==> config.mk <==
export PLATFORM = sky130hd
export DESIGN_NAME = img_readout_spi_chunker_flat
export DESIGN_NICKNAME = d
export VERILOG_FILES = /design/src/rtl/img_readout_spi_chunker_if.sv /design/src/rtl/img_readout_spi_chunker.sv /design/src/flat_wrapper.sv
export SDC_FILE = /design/constraint.sdc
export NUM_CORES = 2
export LEC_CHECK = 0
export BUFFER_PORTS_ARGS = -buffer_cell sky130_fd_sc_hd__buf_2
export CAP_MARGIN = 0
export CORE_MARGIN = 8
export CORE_UTILIZATION = 30
export DETAILED_ROUTE_END_ITERATION = 7
export GPL_TIMING_DRIVEN = 0
export PLACE_DENSITY_LB_ADDON = 0.25
export SYNTH_ARGS = -nofsm -noshare
export SYNTH_HDL_FRONTEND = slang
export SYNTH_SLANG_ARGS = --single-unit
==> constraint.sdc <==
create_clock -name clk -period 4.7 [get_ports clk]
set_clock_uncertainty 0.2 [all_clocks]
set_input_delay 0.94 -clock clk [delete_from_list [all_inputs] [get_ports clk]]
set_output_delay 0.94 -clock clk [all_outputs]
set_load 0.1 [all_outputs]
==> src/rtl/img_readout_spi_chunker_if.sv <==
// Readout-word input and SPI byte output handshakes of the image readout chunker.
interface img_readout_spi_chunker_if;
  logic        in_valid;
  logic        in_ready;
  logic [15:0] in_data;
  logic        byte_req;
  logic [7:0]  spi_byte;
  logic        d_ready;

  modport master (
    output in_valid, in_data, byte_req,
    input  in_ready, spi_byte, d_ready
  );

  modport slave (
    input  in_valid, in_data, byte_req,
    output in_ready, spi_byte, d_ready
  );
endinterface

==> src/rtl/img_readout_spi_chunker.sv <==
// Buffers 16-bit readout words into chunks and drains each chunk to the SPI shifter
// one byte at a time, low byte first, while tracking the total image length.
module img_readout_spi_chunker #(
  parameter int unsigned CHUNK_WORDS = 256,
  parameter int unsigned LEN_W       = 24
) (
  input  logic                       clk,
  input  logic                       rst_,
  input  logic                       start,
  input  logic                       abort,
  input  logic [LEN_W-1:0]           cfg_words,
  img_readout_spi_chunker_if.slave   bus,
  output logic                       done,
  output logic                       err
);
  localparam int unsigned AW = $clog2(CHUNK_WORDS);

  typedef enum logic [1:0] {StIdle, StFill, StDrain, StDone} state_e;

  state_e            state_q, state_d;
  logic [LEN_W-1:0]  remaining_q, remaining_d;
  logic [AW:0]       wr_idx_q, wr_idx_d;
  logic [AW+1:0]     rd_byte_q, rd_byte_d;
  logic [AW+1:0]     chunk_bytes_q, chunk_bytes_d;
  logic              d_ready_q, d_ready_d;
  logic              err_q, err_d;
  logic              wr_en;

  logic [15:0]       mem [CHUNK_WORDS];
  logic [15:0]       rdata_q;
  logic              hi_q;

  always_comb begin
    state_d       = state_q;
    remaining_d   = remaining_q;
    wr_idx_d      = wr_idx_q;
    rd_byte_d     = rd_byte_q;
    chunk_bytes_d = chunk_bytes_q;
    wr_en         = 1'b0;

    unique case (state_q)
      StIdle, StDone: begin
        if (start) begin
          if (cfg_words == '0) begin
            state_d = StDone;
          end else begin
            remaining_d = cfg_words;
            wr_idx_d    = '0;
            state_d     = StFill;
          end
        end
      end
      StFill: begin
        if (bus.in_valid) begin
          wr_en       = 1'b1;
          wr_idx_d    = wr_idx_q + 1'b1;
          remaining_d = remaining_q - 1'b1;
          if (wr_idx_d == (AW+1)'(CHUNK_WORDS) || remaining_d == '0) begin
            chunk_bytes_d = {wr_idx_d, 1'b0};
            rd_byte_d     = '0;
            state_d       = StDrain;
          end
        end
      end
      StDrain: begin
        if (bus.byte_req) begin
          rd_byte_d = rd_byte_q + 1'b1;
          if (rd_byte_q == chunk_bytes_q - 1'b1) begin
            if (remaining_q != '0) begin
              wr_idx_d = '0;
              state_d  = StFill;
            end else begin
              state_d  = StDone;
            end
          end
        end
      end
      default: state_d = StIdle;
    endcase

    if (abort) begin
      state_d = StIdle;
    end

    // d_ready waits one DRAIN cycle so the registered RAM read holds byte 0 first
    d_ready_d = (state_q == StDrain) && (state_d == StDrain);
    err_d     = err_q | (bus.byte_req && (state_q != StDrain));
  end

  always_ff @(posedge clk) begin
    if (!rst_) begin
      state_q       <= StIdle;
      remaining_q   <= '0;
      wr_idx_q      <= '0;
      rd_byte_q     <= '0;
      chunk_bytes_q <= '0;
      d_ready_q     <= 1'b0;
      err_q         <= 1'b0;
    end else begin
      state_q       <= state_d;
      remaining_q   <= remaining_d;
      wr_idx_q      <= wr_idx_d;
      rd_byte_q     <= rd_byte_d;
      chunk_bytes_q <= chunk_bytes_d;
      d_ready_q     <= d_ready_d;
      err_q         <= err_d;
    end
  end

  always_ff @(posedge clk) begin
    if (wr_en) begin
      mem[wr_idx_q[AW-1:0]] <= bus.in_data;
    end
  end

  // Read port only advances in DRAIN, so spi_byte is frozen everywhere else
  always_ff @(posedge clk) begin
    if (!rst_) begin
      rdata_q <= '0;
      hi_q    <= 1'b0;
    end else if (state_q == StDrain) begin
      rdata_q <= mem[rd_byte_q[AW:1]];
      hi_q    <= rd_byte_q[0];
    end
  end

  assign bus.in_ready = (state_q == StFill);
  assign bus.d_ready  = d_ready_q;
  assign bus.spi_byte = hi_q ? rdata_q[15:8] : rdata_q[7:0];
  assign done         = (state_q == StDone);
  assign err          = err_q;
endmodule

==> src/flat_wrapper.sv <==
// flat-port wrapper written by rule: the top's interface ports become plain ports
module img_readout_spi_chunker_flat 
#(
  parameter int unsigned CHUNK_WORDS = 256,
  parameter int unsigned LEN_W       = 24
)
  (clk, rst_, start, abort, cfg_words, done, err, bus_in_valid, bus_in_data, bus_byte_req, bus_in_ready, bus_spi_byte, bus_d_ready);
  img_readout_spi_chunker_if bus_i ();
  input  logic clk;
  input  logic rst_;
  input  logic start;
  input  logic abort;
  input  logic [LEN_W-1:0] cfg_words;
  output logic done;
  output logic err;
  input wire logic [$bits(bus_i.in_valid)-1:0] bus_in_valid;
  input wire logic [$bits(bus_i.in_data)-1:0] bus_in_data;
  input wire logic [$bits(bus_i.byte_req)-1:0] bus_byte_req;
  output wire logic [$bits(bus_i.in_ready)-1:0] bus_in_ready;
  output wire logic [$bits(bus_i.spi_byte)-1:0] bus_spi_byte;
  output wire logic [$bits(bus_i.d_ready)-1:0] bus_d_ready;
  assign bus_i.in_valid = bus_in_valid;
  assign bus_i.in_data = bus_in_data;
  assign bus_i.byte_req = bus_byte_req;
  assign bus_in_ready = bus_i.in_ready;
  assign bus_spi_byte = bus_i.spi_byte;
  assign bus_d_ready = bus_i.d_ready;
  img_readout_spi_chunker #(.CHUNK_WORDS(CHUNK_WORDS), .LEN_W(LEN_W)) u_core (.clk(clk), .rst_(rst_), .start(start), .abort(abort), .cfg_words(cfg_words), .bus(bus_i), .done(done), .err(err));
endmodule
==> impl_metrics.env <==
export IMPL_yosys_warnings=0
export IMPL_drc_errors=0
export IMPL_async_flop_share_pct=0
export IMPL_viasPerCell=6.160
export IMPL_htree_levels=5
export IMPL_final_antenna_net_count=0
export IMPL_yosys_area_top_type="edfxtp_1"
export IMPL_die_x_um=750.5
export IMPL_grt_max_degree=161
export IMPL_critPathBufInv=6
export IMPL_use_met3_pct=12.90
export IMPL_detailed_place_hpwl_um=553600
export IMPL_path_clk_slew_ns=0.06
export IMPL_nNetsFinal=8406
export IMPL_p_switching_mw=16.66
export IMPL_grt_pass1_wl_um=1001000
export IMPL_rows=269
export IMPL_internal_power_mw=60.71
export IMPL_core_area_mm2=0.5372
export IMPL_hold_path_cell_count=3
export IMPL_seqPwrFrac_pct=52.9
export IMPL_synth_seq_area_share_pct=76.90
export IMPL_max_freq_mhz=196.5
export IMPL_overflow=0
export IMPL_ys_ff_latch=4169
export IMPL_multi_input_area_mm2=0.03744
export IMPL_yosysTopAreaCellShare_pct=76.00
export IMPL_instances_no_fill=15977
export IMPL_outcome="complete, but fails checks"
export IMPL_num_fill_cells=49117
export IMPL_drt_iter0_markers=20943
export IMPL_antenna_found_initial=106
export IMPL_timing_hold_violations_final=0
export IMPL_cts_tree="done"
export IMPL_drv_cap=5
export IMPL_cp_max_fo=10
export IMPL_r2r_start="u_core.rd_byte_q[2]"
export IMPL_cts_buffers=437
export IMPL_worstPathCellList="buf_2 > clkbuf_4 > clkbuf_2 > buf_12 > clkbuf_2 > buf_12 > mux4_2 > mux2i_1 > a2111oi_1 > o32ai_2 > and4_1 > a21oi_1"
export IMPL_setup_viol=595
export IMPL_r2r_end="u_core.rdata_q[2]"
export IMPL_crit_path_top_delay_cell="a2111oi_1"
export IMPL_synth_edf_count=4096
export IMPL_relSlewSlack_pct=-10.18
export IMPL_tightest_slew_ns=1.653
export IMPL_io_buffers=57
export IMPL_dr_pass1_iters=7
export IMPL_swShare_pct=21.54
export IMPL_reg2reg_depth=12
export IMPL_pwr_share_comb_pct=1.9
export IMPL_area_growth_pct=21.15
export IMPL_utilization_pct=36.50
export IMPL_grt_usage_pct=27.76
export IMPL_hold_path_class="input pin to flip-flop"
export IMPL_clockRootBuffer="clkbuf_16"
export IMPL_netlist_top_cells_area="edfxtp_1, mux4_2, mux2i_1, dfxtp_1, nor2_1"
export IMPL_violations="max-capacitance violations, max-slew violations, negative setup slack"
export IMPL_arrival_ns=5.87
export IMPL_cp_top_family="buffers and inverters"
export IMPL_vias=98415
export IMPL_syn_nets=7607
export IMPL_netlist_instances=7549
export IMPL_post_route_cells_drive_above_1_share_pct=31.71
export IMPL_reg2reg_slack_ns=-0.39
export IMPL_leakagePower_nw=58.47
export IMPL_synth_ff_type="edfxtp_1"
export IMPL_start_util_pct=30.13
export IMPL_fin_ws_ns=-0.3879
export IMPL_clock_latency_ns=1.05
export IMPL_min_from="cfg_words[0]"
export IMPL_rsz0062_at_grt="true"
export IMPL_busiest_layer="met2"
export IMPL_cp_slowest_stage_delay_ns=0.95
export IMPL_power_density_mw_per_mm2=394.6
export IMPL_report_final_slew_viol_count=37
export IMPL_use_met1_pct=34.21
export IMPL_cts_max_path_buffers=4
export IMPL_crit_path_start_kind="flip-flop"
export IMPL_io_pins=58
export IMPL_die_h_um=750.5
export IMPL_yosysUniqueCellTypes=87
export IMPL_place_congestion=1.042
export IMPL_avgSynthCellArea_um2=21.44
export IMPL_fin_crit_sh_pct=108.3
export IMPL_worstPathRequired_ns=5.48
export IMPL_ir_drop_mv=0.3523
export IMPL_die_area_mm2=0.5633
export IMPL_whs_endpoint="u_core.remaining_q[0]"
export IMPL_drt_wl_total_um=808100
export IMPL_clkPwrFrac_pct=45.3
export IMPL_dp_cells=15077
export IMPL_end_kind="flip-flop"
export IMPL_met2_usage_pct=38.91
export IMPL_period_minus_slack_ns=5.088
export IMPL_synth_area_mm2=0.1618
export IMPL_cts_sinks=4169
export IMPL_regArea_mm2=0.1245
export IMPL_critPathKind="flip-flop to flip-flop"
export IMPL_grt_pass1_vias=89017
export IMPL_wl_per_cell_um=50.58
## layout by cell type, fill, tap and decap left out, types with 72 or more instances in the layout
cell type and count:
buf_12 156, buf_16 120, mux4_2 1025, mux2i_1 282, buf_8 99, diode_2 79, a21oi_1 150, nor2_4 199
o221ai_1 121, clkbuf_16 441, nor2_1 100, clkbuf_2 105, clkinv_1 114, buf_2 77, o21ai_0 140, clkbuf_1 161
edfxtp_1 4096, dfxtp_1 72, nand2_1 157
## worst reg2reg max path: stages, from the launching register on
cell and delay, ns:
dfxtp_1 0.31, buf_2 0.21, clkbuf_4 0.46, clkbuf_2 0.56, buf_12 0.27, clkbuf_2 0.46, buf_12 0.30, mux4_2 0.32
mux2i_1 0.12, a2111oi_1 0.96, o32ai_2 0.41, and4_1 0.34, a21oi_1 0.13
## cells by family after synthesis
logic type               synth area share, %
buffers and inverters                  1.306
multiplexers                           16.21
AO/OA/AOI/OAI                          3.201
AND/OR/NAND/NOR                        2.206
flip-flops                             76.90
XOR/XNOR                             0.08117
adder cells (fa/ha/maj)              0.09277
## power by group through the flow
stage / registers (mW) / logic, mW / clock network (mW)
finish: 40.9 / 1.46 / 35.0
global route: 40.9 / 1.50 / 36.4
CTS: 40.9 / 1.41 / 35.0
detailed placement: 41.7 / 1.40 / 0
global placement: 41.8 / 1.26 / 0
floorplan: 41.7 / 0.392 / 0
## metrics by stage
| step | total power [mW] | hold WS [ns] | worst slack [ns] | area [um2] | TNS [ns] |
|---|---|---|---|---|---|
| 2_1_floorplan | 42.06 | 0.2380 | 1.026 | 161800 | 0 |
| 3_3_place_gp | 43.09 | 0.2588 | -6.393 | 171100 | -7797.34 |
| 3_5_place_dp | 43.08 | 0.2571 | -2.739 | 179700 | -387.34 |
| 4_1_cts | 77.30 | 0.01997 | -0.08609 | 195500 | -0.09509 |
| 5_1_grt | 78.73 | 0.06986 | -0.1155 | 195900 | -0.6338 |
| 6_report | 77.37 | 0.05974 | -0.3879 | 196100 | -58.22 |
## cell usage after synthesis (7+ instances only)
master	instances
edfxtp_1	4096
mux4_2	1025
nor2_1	361
mux2i_1	294
clkbuf_1	240
nand2_1	163
a21oi_1	156
o21ai_0	145
o221ai_1	128
buf_2	103
dfxtp_1	73
o22ai_1	72
buf_1	58
nor3_1	55
buf_4	47
nand3_1	38
a211oi_1	37
nand4_1	29
a22oi_1	26
a221oi_1	22
nor2b_1	21
inv_1	20
o31ai_1	20
mux2_2	19
a31oi_1	18
nand2b_1	17
nor4_1	17
or3_1	16
or4_1	16
ha_1	12
o211ai_1	12
and3_1	10
or2_2	10
xnor2_1	10
a211o_1	9
and2_1	9
o21a_1	9
a2111oi_0	7
o311ai_0	7
## cell type report
type,instances,area share (%)
antenna,79,0.1008
clock buffer,543,5.839
clock inverter,265,1.356
tap,7181,4.582
timing repair buffer,367,3.696
sequential,4169,63.48
buffer,444,1.807
multi-input combinational,2904,19.09
inverter,25,0.04977
## how the worst max path moves through the flow
stage | start | to | slack [ns] | cells past startpoint
final | u_core.rd_byte_q[2] | u_core.rdata_q[2] | -0.39 | 12
after global routing | u_core.rd_byte_q[1] | u_core.rdata_q[11] | -0.12 | 13
after CTS | u_core.rd_byte_q[1] | u_core.rdata_q[1] | -0.09 | 12
after detailed placement | u_core.rd_byte_q[2] | u_core.rdata_q[13] | -2.74 | 12
after global placement | u_core.rd_byte_q[3] | u_core.rdata_q[6] | -6.39 | 9
after floorplan | u_core.state_q[1] | u_core.mem[115][0] | 1.03 | 8
## repair_timing
action / CTS / global route
pin swaps: 8 / 7
setup buffers: 13 / 6
hold buffers: 1 / 0
hold endpoints to repair: 2 / 0
gates resized for setup: 451 / 76
setup endpoints to repair: 896 / 136
## registers in the layout (all words and copies together), names as in the netlist
name,count
u_core.chunk_bytes_q,9
u_core.mem,4096
u_core.rd_byte_q,10
u_core.bus.d_ready,1
u_core.hi_q,1
u_core.rdata_q,16
u_core.state_q,2
u_core.wr_idx_q,9
u_core.err,1
u_core.remaining_q,24
## per-layer routing
metal	wire (um)	up-vias
li1	-	33830
met1	285000	53224
met5	276	-
met3	124300	2028
met4	65320	40
met2	333300	9293
No activity file was read; power rests on OpenSTA's default activity.
